===== config.mk =====
export PLATFORM = sky130hd
export DESIGN_NAME = spi_frame_rx_flat
export DESIGN_NICKNAME = d
export VERILOG_FILES = /design/src/rtl/spi_cfg_pkg.sv /design/src/rtl/spi_frame_rx_if.sv /design/src/rtl/sync_edge.sv /design/src/rtl/spi_frame_rx.sv /design/src/flat_wrapper.sv
export SDC_FILE = /design/constraint.sdc
export NUM_CORES = 1
export LEC_CHECK = 0
export CAP_MARGIN = 40
export CORE_ASPECT_RATIO = 0.7
export CORE_UTILIZATION = 45
export DETAILED_ROUTE_END_ITERATION = 6
export PLACE_DENSITY = 0.78
export SLEW_MARGIN = 20
export SYNTH_ARGS = -nofsm -noshare
export SYNTH_HDL_FRONTEND = slang
export SYNTH_SLANG_ARGS = --single-unit

===== constraint.sdc =====
create_clock -name i_clk -period 3.4 [get_ports i_clk]
set_clock_uncertainty 0.15 [all_clocks]
set_input_delay 0.68 -clock i_clk [delete_from_list [all_inputs] [get_ports i_clk]]
set_output_delay 0.68 -clock i_clk [all_outputs]
set_load 0.05 [all_outputs]

===== src/rtl/spi_cfg_pkg.sv =====
// Shared definitions for the SPI configuration front end: default frame
// width, frame field positions and the receive FSM state type.
package spi_cfg_pkg;

  localparam int FRAME_BITS_DEF = 24;
  localparam int ADDR_MSB       = 19;
  localparam int ADDR_LSB       = 16;
  localparam int DATA_MSB       = 15;

  typedef enum logic [1:0] {
    IDLE  = 2'd0,
    SHIFT = 2'd1,
    CHECK = 2'd2
  } rx_state_t;

endpackage


===== src/rtl/spi_frame_rx_if.sv =====
// Bundle of SPI pins and frame-delivery outputs of spi_frame_rx.
// slave is the receiver side, master is the host/consumer side.
interface spi_frame_rx_if
  import spi_cfg_pkg::*;
#(
  parameter int FRAME_BITS = FRAME_BITS_DEF
) ();

  logic                  i_sck;
  logic                  i_mosi;
  logic                  i_cs_n;
  logic                  o_miso;
  logic [FRAME_BITS-1:0] o_data;
  logic                  o_enable;
  logic                  o_spi_done;
  logic                  o_frame_err;
  logic                  o_busy;

  modport slave (
    input  i_sck, i_mosi, i_cs_n,
    output o_miso, o_data, o_enable, o_spi_done, o_frame_err, o_busy
  );

  modport master (
    output i_sck, i_mosi, i_cs_n,
    input  o_miso, o_data, o_enable, o_spi_done, o_frame_err, o_busy
  );

endinterface


===== src/rtl/sync_edge.sv =====
// Multi-stage synchronizer for one asynchronous pin, followed by
// rise/fall detection against a registered copy of the last stage.
module sync_edge #(
  parameter int   STAGES    = 2,
  parameter logic RESET_VAL = 1'b0
) (
  input  logic i_clk,
  input  logic i_rst_n,
  input  logic i_async,
  output logic o_level,
  output logic o_rise,
  output logic o_fall
);

  logic [STAGES-1:0] syncChain_q;
  logic              prev_q;

  // Shift the pin through the chain and remember the previous settled value.
  always_ff @(posedge i_clk or negedge i_rst_n) begin
    if (!i_rst_n) begin
      syncChain_q <= {STAGES{RESET_VAL}};
      prev_q      <= RESET_VAL;
    end else begin
      syncChain_q <= {syncChain_q[STAGES-2:0], i_async};
      prev_q      <= syncChain_q[STAGES-1];
    end
  end

  assign o_level = syncChain_q[STAGES-1];
  assign o_rise  = ~prev_q &  syncChain_q[STAGES-1];
  assign o_fall  =  prev_q & ~syncChain_q[STAGES-1];

endmodule


===== src/rtl/spi_frame_rx.sv =====
// SPI mode-0 slave frame receiver, oversampled on i_clk. Accepts only
// frames of exactly FRAME_BITS bits, presents them with a stretched write
// strobe, and flags malformed frames.
// Optional: define SPI_MISO_ECHO_EN to echo the previous accepted frame on
// o_miso during the next frame (otherwise o_miso is tied low).
module spi_frame_rx
  import spi_cfg_pkg::*;
#(
  parameter int FRAME_BITS  = FRAME_BITS_DEF,
  parameter int SYNC_STAGES = 2,
  parameter int EN_HOLD     = 4
) (
  input logic            i_clk,
  input logic            i_rst_n,
  spi_frame_rx_if.slave  bus
);

  localparam int CNT_W  = $clog2(FRAME_BITS + 2);
  localparam int HOLD_W = $clog2(EN_HOLD + 1);
  localparam logic [CNT_W-1:0]  CNT_FULL  = CNT_W'(FRAME_BITS);
  localparam logic [CNT_W-1:0]  CNT_SAT   = CNT_W'(FRAME_BITS + 1);
  localparam logic [HOLD_W-1:0] HOLD_INIT = HOLD_W'(EN_HOLD);

  logic sckLevel, sckRise, sckFall;
  logic mosiLevel, mosiRise, mosiFall;
  logic csLevel, csRise, csFall;

  rx_state_t             state_q, state_d;
  logic [CNT_W-1:0]      bitCnt_q, bitCnt_d;
  logic [FRAME_BITS-1:0] shreg_q, shreg_d;
  logic [FRAME_BITS-1:0] data_q, data_d;
  logic                  err_q, err_d;
  logic [HOLD_W-1:0]     hold_q, hold_d;
  logic                  accept;

  sync_edge #(.STAGES(SYNC_STAGES), .RESET_VAL(1'b0)) uSyncSck (
    .i_clk(i_clk), .i_rst_n(i_rst_n), .i_async(bus.i_sck),
    .o_level(sckLevel), .o_rise(sckRise), .o_fall(sckFall)
  );

  sync_edge #(.STAGES(SYNC_STAGES), .RESET_VAL(1'b0)) uSyncMosi (
    .i_clk(i_clk), .i_rst_n(i_rst_n), .i_async(bus.i_mosi),
    .o_level(mosiLevel), .o_rise(mosiRise), .o_fall(mosiFall)
  );

  sync_edge #(.STAGES(SYNC_STAGES), .RESET_VAL(1'b1)) uSyncCs (
    .i_clk(i_clk), .i_rst_n(i_rst_n), .i_async(bus.i_cs_n),
    .o_level(csLevel), .o_rise(csRise), .o_fall(csFall)
  );

  logic unusedSyncBits;
  assign unusedSyncBits = ^{sckLevel, sckFall, mosiRise, mosiFall};

  assign accept = (state_q == CHECK) && (bitCnt_q == CNT_FULL);

  // Next-state logic: frame FSM, bit capture, accept/reject and strobe timer.
  always_comb begin
    state_d  = state_q;
    bitCnt_d = bitCnt_q;
    shreg_d  = shreg_q;
    data_d   = data_q;
    err_d    = err_q;
    hold_d   = (hold_q != '0) ? hold_q - HOLD_W'(1) : '0;
    case (state_q)
      IDLE: begin
        if (csFall) begin
          state_d  = SHIFT;
          bitCnt_d = '0;
        end
      end
      SHIFT: begin
        if (sckRise) begin
          if (bitCnt_q < CNT_FULL) begin
            shreg_d = {shreg_q[FRAME_BITS-2:0], mosiLevel};
          end
          if (bitCnt_q != CNT_SAT) begin
            bitCnt_d = bitCnt_q + CNT_W'(1);
          end
        end
        if (csRise) begin
          state_d = CHECK;
        end
      end
      CHECK: begin
        if (accept) begin
          data_d = shreg_q;
          err_d  = 1'b0;
          hold_d = HOLD_INIT;
        end else begin
          err_d = 1'b1;
        end
        state_d = IDLE;
      end
      default: state_d = IDLE;
    endcase
  end

  // State registers; reset discards any partially received frame.
  always_ff @(posedge i_clk or negedge i_rst_n) begin
    if (!i_rst_n) begin
      state_q  <= IDLE;
      bitCnt_q <= '0;
      shreg_q  <= '0;
      data_q   <= '0;
      err_q    <= 1'b0;
      hold_q   <= '0;
    end else begin
      state_q  <= state_d;
      bitCnt_q <= bitCnt_d;
      shreg_q  <= shreg_d;
      data_q   <= data_d;
      err_q    <= err_d;
      hold_q   <= hold_d;
    end
  end

  assign bus.o_data      = data_q;
  assign bus.o_frame_err = err_q;
  assign bus.o_enable    = (hold_q != '0);
  assign bus.o_spi_done  = (hold_q == HOLD_W'(1));
  assign bus.o_busy      = ~csLevel;

`ifdef SPI_MISO_ECHO_EN
  logic [FRAME_BITS-1:0] tx_q;

  // Echo register: reload with each accepted frame, shift out on SCK falls.
  always_ff @(posedge i_clk or negedge i_rst_n) begin
    if (!i_rst_n) begin
      tx_q <= '0;
    end else if (accept) begin
      tx_q <= shreg_q;
    end else if (!csLevel && sckFall) begin
      tx_q <= {tx_q[FRAME_BITS-2:0], 1'b0};
    end
  end

  assign bus.o_miso = ~csLevel & tx_q[FRAME_BITS-1];
`else
  assign bus.o_miso = 1'b0;
`endif

endmodule


===== src/flat_wrapper.sv =====
// flat-port wrapper written by rule: the top's interface ports become plain ports
module spi_frame_rx_flat import spi_cfg_pkg::*;
#(
  parameter int FRAME_BITS  = FRAME_BITS_DEF,
  parameter int SYNC_STAGES = 2,
  parameter int EN_HOLD     = 4
)
  (i_clk, i_rst_n, bus_i_sck, bus_i_mosi, bus_i_cs_n, bus_o_miso, bus_o_data, bus_o_enable, bus_o_spi_done, bus_o_frame_err, bus_o_busy);
  spi_frame_rx_if #(.FRAME_BITS(FRAME_BITS)) bus_i ();
  input logic i_clk;
  input logic i_rst_n;
  input wire logic [$bits(bus_i.i_sck)-1:0] bus_i_sck;
  input wire logic [$bits(bus_i.i_mosi)-1:0] bus_i_mosi;
  input wire logic [$bits(bus_i.i_cs_n)-1:0] bus_i_cs_n;
  output wire logic [$bits(bus_i.o_miso)-1:0] bus_o_miso;
  output wire logic [$bits(bus_i.o_data)-1:0] bus_o_data;
  output wire logic [$bits(bus_i.o_enable)-1:0] bus_o_enable;
  output wire logic [$bits(bus_i.o_spi_done)-1:0] bus_o_spi_done;
  output wire logic [$bits(bus_i.o_frame_err)-1:0] bus_o_frame_err;
  output wire logic [$bits(bus_i.o_busy)-1:0] bus_o_busy;
  assign bus_i.i_sck = bus_i_sck;
  assign bus_i.i_mosi = bus_i_mosi;
  assign bus_i.i_cs_n = bus_i_cs_n;
  assign bus_o_miso = bus_i.o_miso;
  assign bus_o_data = bus_i.o_data;
  assign bus_o_enable = bus_i.o_enable;
  assign bus_o_spi_done = bus_i.o_spi_done;
  assign bus_o_frame_err = bus_i.o_frame_err;
  assign bus_o_busy = bus_i.o_busy;
  spi_frame_rx #(.FRAME_BITS(FRAME_BITS), .SYNC_STAGES(SYNC_STAGES), .EN_HOLD(EN_HOLD)) u_core (.i_clk(i_clk), .i_rst_n(i_rst_n), .bus(bus_i));
endmodule

==> qor.txt <==
Seq cells post-synth - 67
Die area - 6291 µm²
Worst hold slack - 0.1143 ns
Primary FF master, synth - dfrtp_1
Tot GR Track Use - 15.62%
Max H-tree Level - 3
Leading cell types by count after synthesis - 64 x dfrtp_1, 33 x mux2_2, 16 x mux2_4, 4 x buf_6, 4 x inv_1
Clk root buf - clkbuf_8
Worst reg2reg path depth - 4
Post CTS Setup Buffer Count - 0
DR pass1 iterations - 5
# resized after CTS - 0
Post-layout minimum cycle time - 2.660 ns
Largest net degree at the start of global routing - 68
Detailed-route wire length per cell - 14.17 µm
Port Buffers - 32
Slew HR - 56.74%
Count of pins over their slew limit - 0
Least-Margin Pin Slew - 0.6475 ns
Detailed Route WL - 4053 µm
Clock buffer count from CTS - 9
Arrival time at the worst endpoint - 1.83 ns
Largest delay contributor family on the critical path - buffers and inverters
Synth warn - 0
Initial antenna violation count - 0
Reg2Reg Capture Point - u_core.bus.o_data[10]
Area growth syn-to-layout - 22.77%
Req. time, crit path - 2.57 ns
Max-cap violation count - 0
RD Place Congestion - 0.8362
Hold buffers post-CTS - 0
Fin util - 57.61%
Grt ovf - 0
Clock-pin transition on the worst setup and hold timing paths - 0.07 ns
Number of synthesized flops with an enable pin - 0
Power density over cell area - 554.4 nW/µm²
Crit path cell chain - or3_1, clkdlybuf4s50_1
Rows - 23
Clock Path Buffers - 2
Post-synthesis cell area - 2688 µm²
Via/cell ratio - 4.951
Worst path bufs/invs - 1
Outcome - completed
Die height - 66.66 µm
Worst Setup Start Kind - flop
CP Max Fanout - 4
Finished Cell Area - 3299 µm²
Detailed Place HPWL - 2509 µm
Synth cell types - 36
Worst Setup End Kind - primary output
Final Hold Viols - 0
Synth area leader - dfrtp_1
Share of the synthesized area in the top cell type - 59.59%
# clock sinks - 67
Avg Cell Area, Syn - 16.09 µm²
Final ANT Viol Nets - 0
NumNets Final - 214
Iteration-0 DRC count of the detailed router - 50
Cell with the most instances after synthesis - dfrtp_1
Post-synthesis sequential area ratio - 62.52%
Hold/Removal Path Class - input pin to async pin
Setup total negative slack - 0 ns
Post-synth ARST share - 100.0%
Placed cell count - 269
Initial Utilization - 46.93%
Post-Layout Cell Count - 286
Drt drc - 0
Core Area - 5727 µm²
Fmax - 0.3760 GHz
Max stage delay on crit path - 0.70 ns
WS Path Type - flop to primary output
Synth area leaders - dfrtp_1 60%, mux2_2 14%, mux2_4 8.9%
Tcrit/Tclk final - 78.22%
RSZ-0062 raised after global routing - no
Share of cells above drive strength 1 - 36.02%
Syn Nets - 175
Vias in the first global route - 1,394
IO Pins - 34
CTS tree - yes
Final setup viols - 0
R2R Path Start - u_core.bitCnt_q[1]
VDD IR max - 0.3074 mV
Cell count after synthesis - 167
Vias post-DR - 1,416
Dpl cell area - 3032 µm²
Die W - 94.37 µm
First-pass GRT wire length - 6934 µm
Lkg Pwr - 1.611 nW
Slowest-stage cell, CP - clkdlybuf4s50_1
Worst-skew pair later-pin latency - 0.34 ns
# diodes - 0
# fillers - 477
R2r setup slk - 1.37 ns
-- area by class of cell --
class | count | area (µm²) | share of cell area, %
Clock inverter | 7 | 116.4 | 3.527
Multi-Input combinational cell | 90 | 919.6 | 27.87
Inverter | 4 | 15.01 | 0.4551
Tap cell | 75 | 93.84 | 2.844
Sequential cell | 67 | 1680 | 50.93
Timing Repair Buffer | 34 | 350.3 | 10.62
Clock buffer | 9 | 123.9 | 3.754
-- layout by cell type, fill, tap and decap left out, types with 2 or more instances in the layout --
master,synthesis,routed
nor2_1,3,3
bufinv_16,0,3
a22o_1,2,2
dfrtp_1,64,64
mux2_2,33,33
clkinv_2,0,2
nand2b_1,2,2
dfstp_2,3,3
nand2_1,3,3
clkbuf_8,0,9
mux2_4,16,16
ha_1,3,3
inv_1,4,4
a21oi_1,2,2
nand3_1,3,3
clkdlybuf4s50_1,0,31
nand2_2,2,2
nor3b_1,2,2
-- stage by stage --
| stage | power (mW) | setup slack, ns |
|---|---|---|
| 2_1_floorplan | 1.016 | 1.073 |
| 3_3_place_gp | 1.058 | 1.118 |
| 3_5_place_dp | 1.066 | 1.102 |
| 4_1_cts | 1.855 | 0.7150 |
| 5_1_grt | 1.916 | 0.6775 |
| 6_report | 1.829 | 0.7404 |
-- report_power, final --
part	switching (mW)	internal (mW)	leakage (nW)
registers	0.0461	0.859	0.895
logic	0.0718	0.0757	0.596
clock network	0.292	0.485	0.119
total	0.410	1.42	1.61
-- layer usage --
layer / track usage [%] / share of wire, % / routed length, µm
met4: 6.346 / 1.4 / 57
met1: 20.03 / 48 / 1929
met2: 22.19 / 44 / 1799
met5: 0 / 0 / 0
met3: 7.991 / 6.6 / 267
-- worst max-delay path by stage --
stage,startpoint,endpoint,slack (ns),cells after the start
after floorplan,u_core.hold_q[0],bus_o_spi_done,1.07,2
after global placement,u_core.hold_q[2],bus_o_enable,1.12,2
after detailed placement,u_core.hold_q[2],bus_o_enable,1.10,2
after CTS,u_core.hold_q[2],bus_o_enable,0.71,2
after global routing,u_core.hold_q[0],bus_o_spi_done,0.68,3
final,u_core.hold_q[2],bus_o_enable,0.74,2
-- cell families after synthesis --
logic type | synth area share [%]
flops | 62.52
mux | 23.14
xor+xnor | 0.3259
other cells | 0.1395
compound gates | 2.608
simple gates | 6.611
buf+inv | 3.259
fa+ha+maj | 1.397
-- state kept, by name, indices dropped and copies added (netlist names) --
name and flops:
u_core.uSyncSck.syncChain_q 2, u_core.uSyncCs.prev_q 1, u_core.uSyncCs.syncChain_q 2, u_core.shreg_q 24, u_core.bitCnt_q 5, u_core.uSyncMosi.syncChain_q 2, u_core.state_q 2, u_core.uSyncSck.prev_q 1
u_core.bus.o_frame_err 1, u_core.bus.o_data 24, u_core.hold_q 3
(Power assumes the default switching activity.)
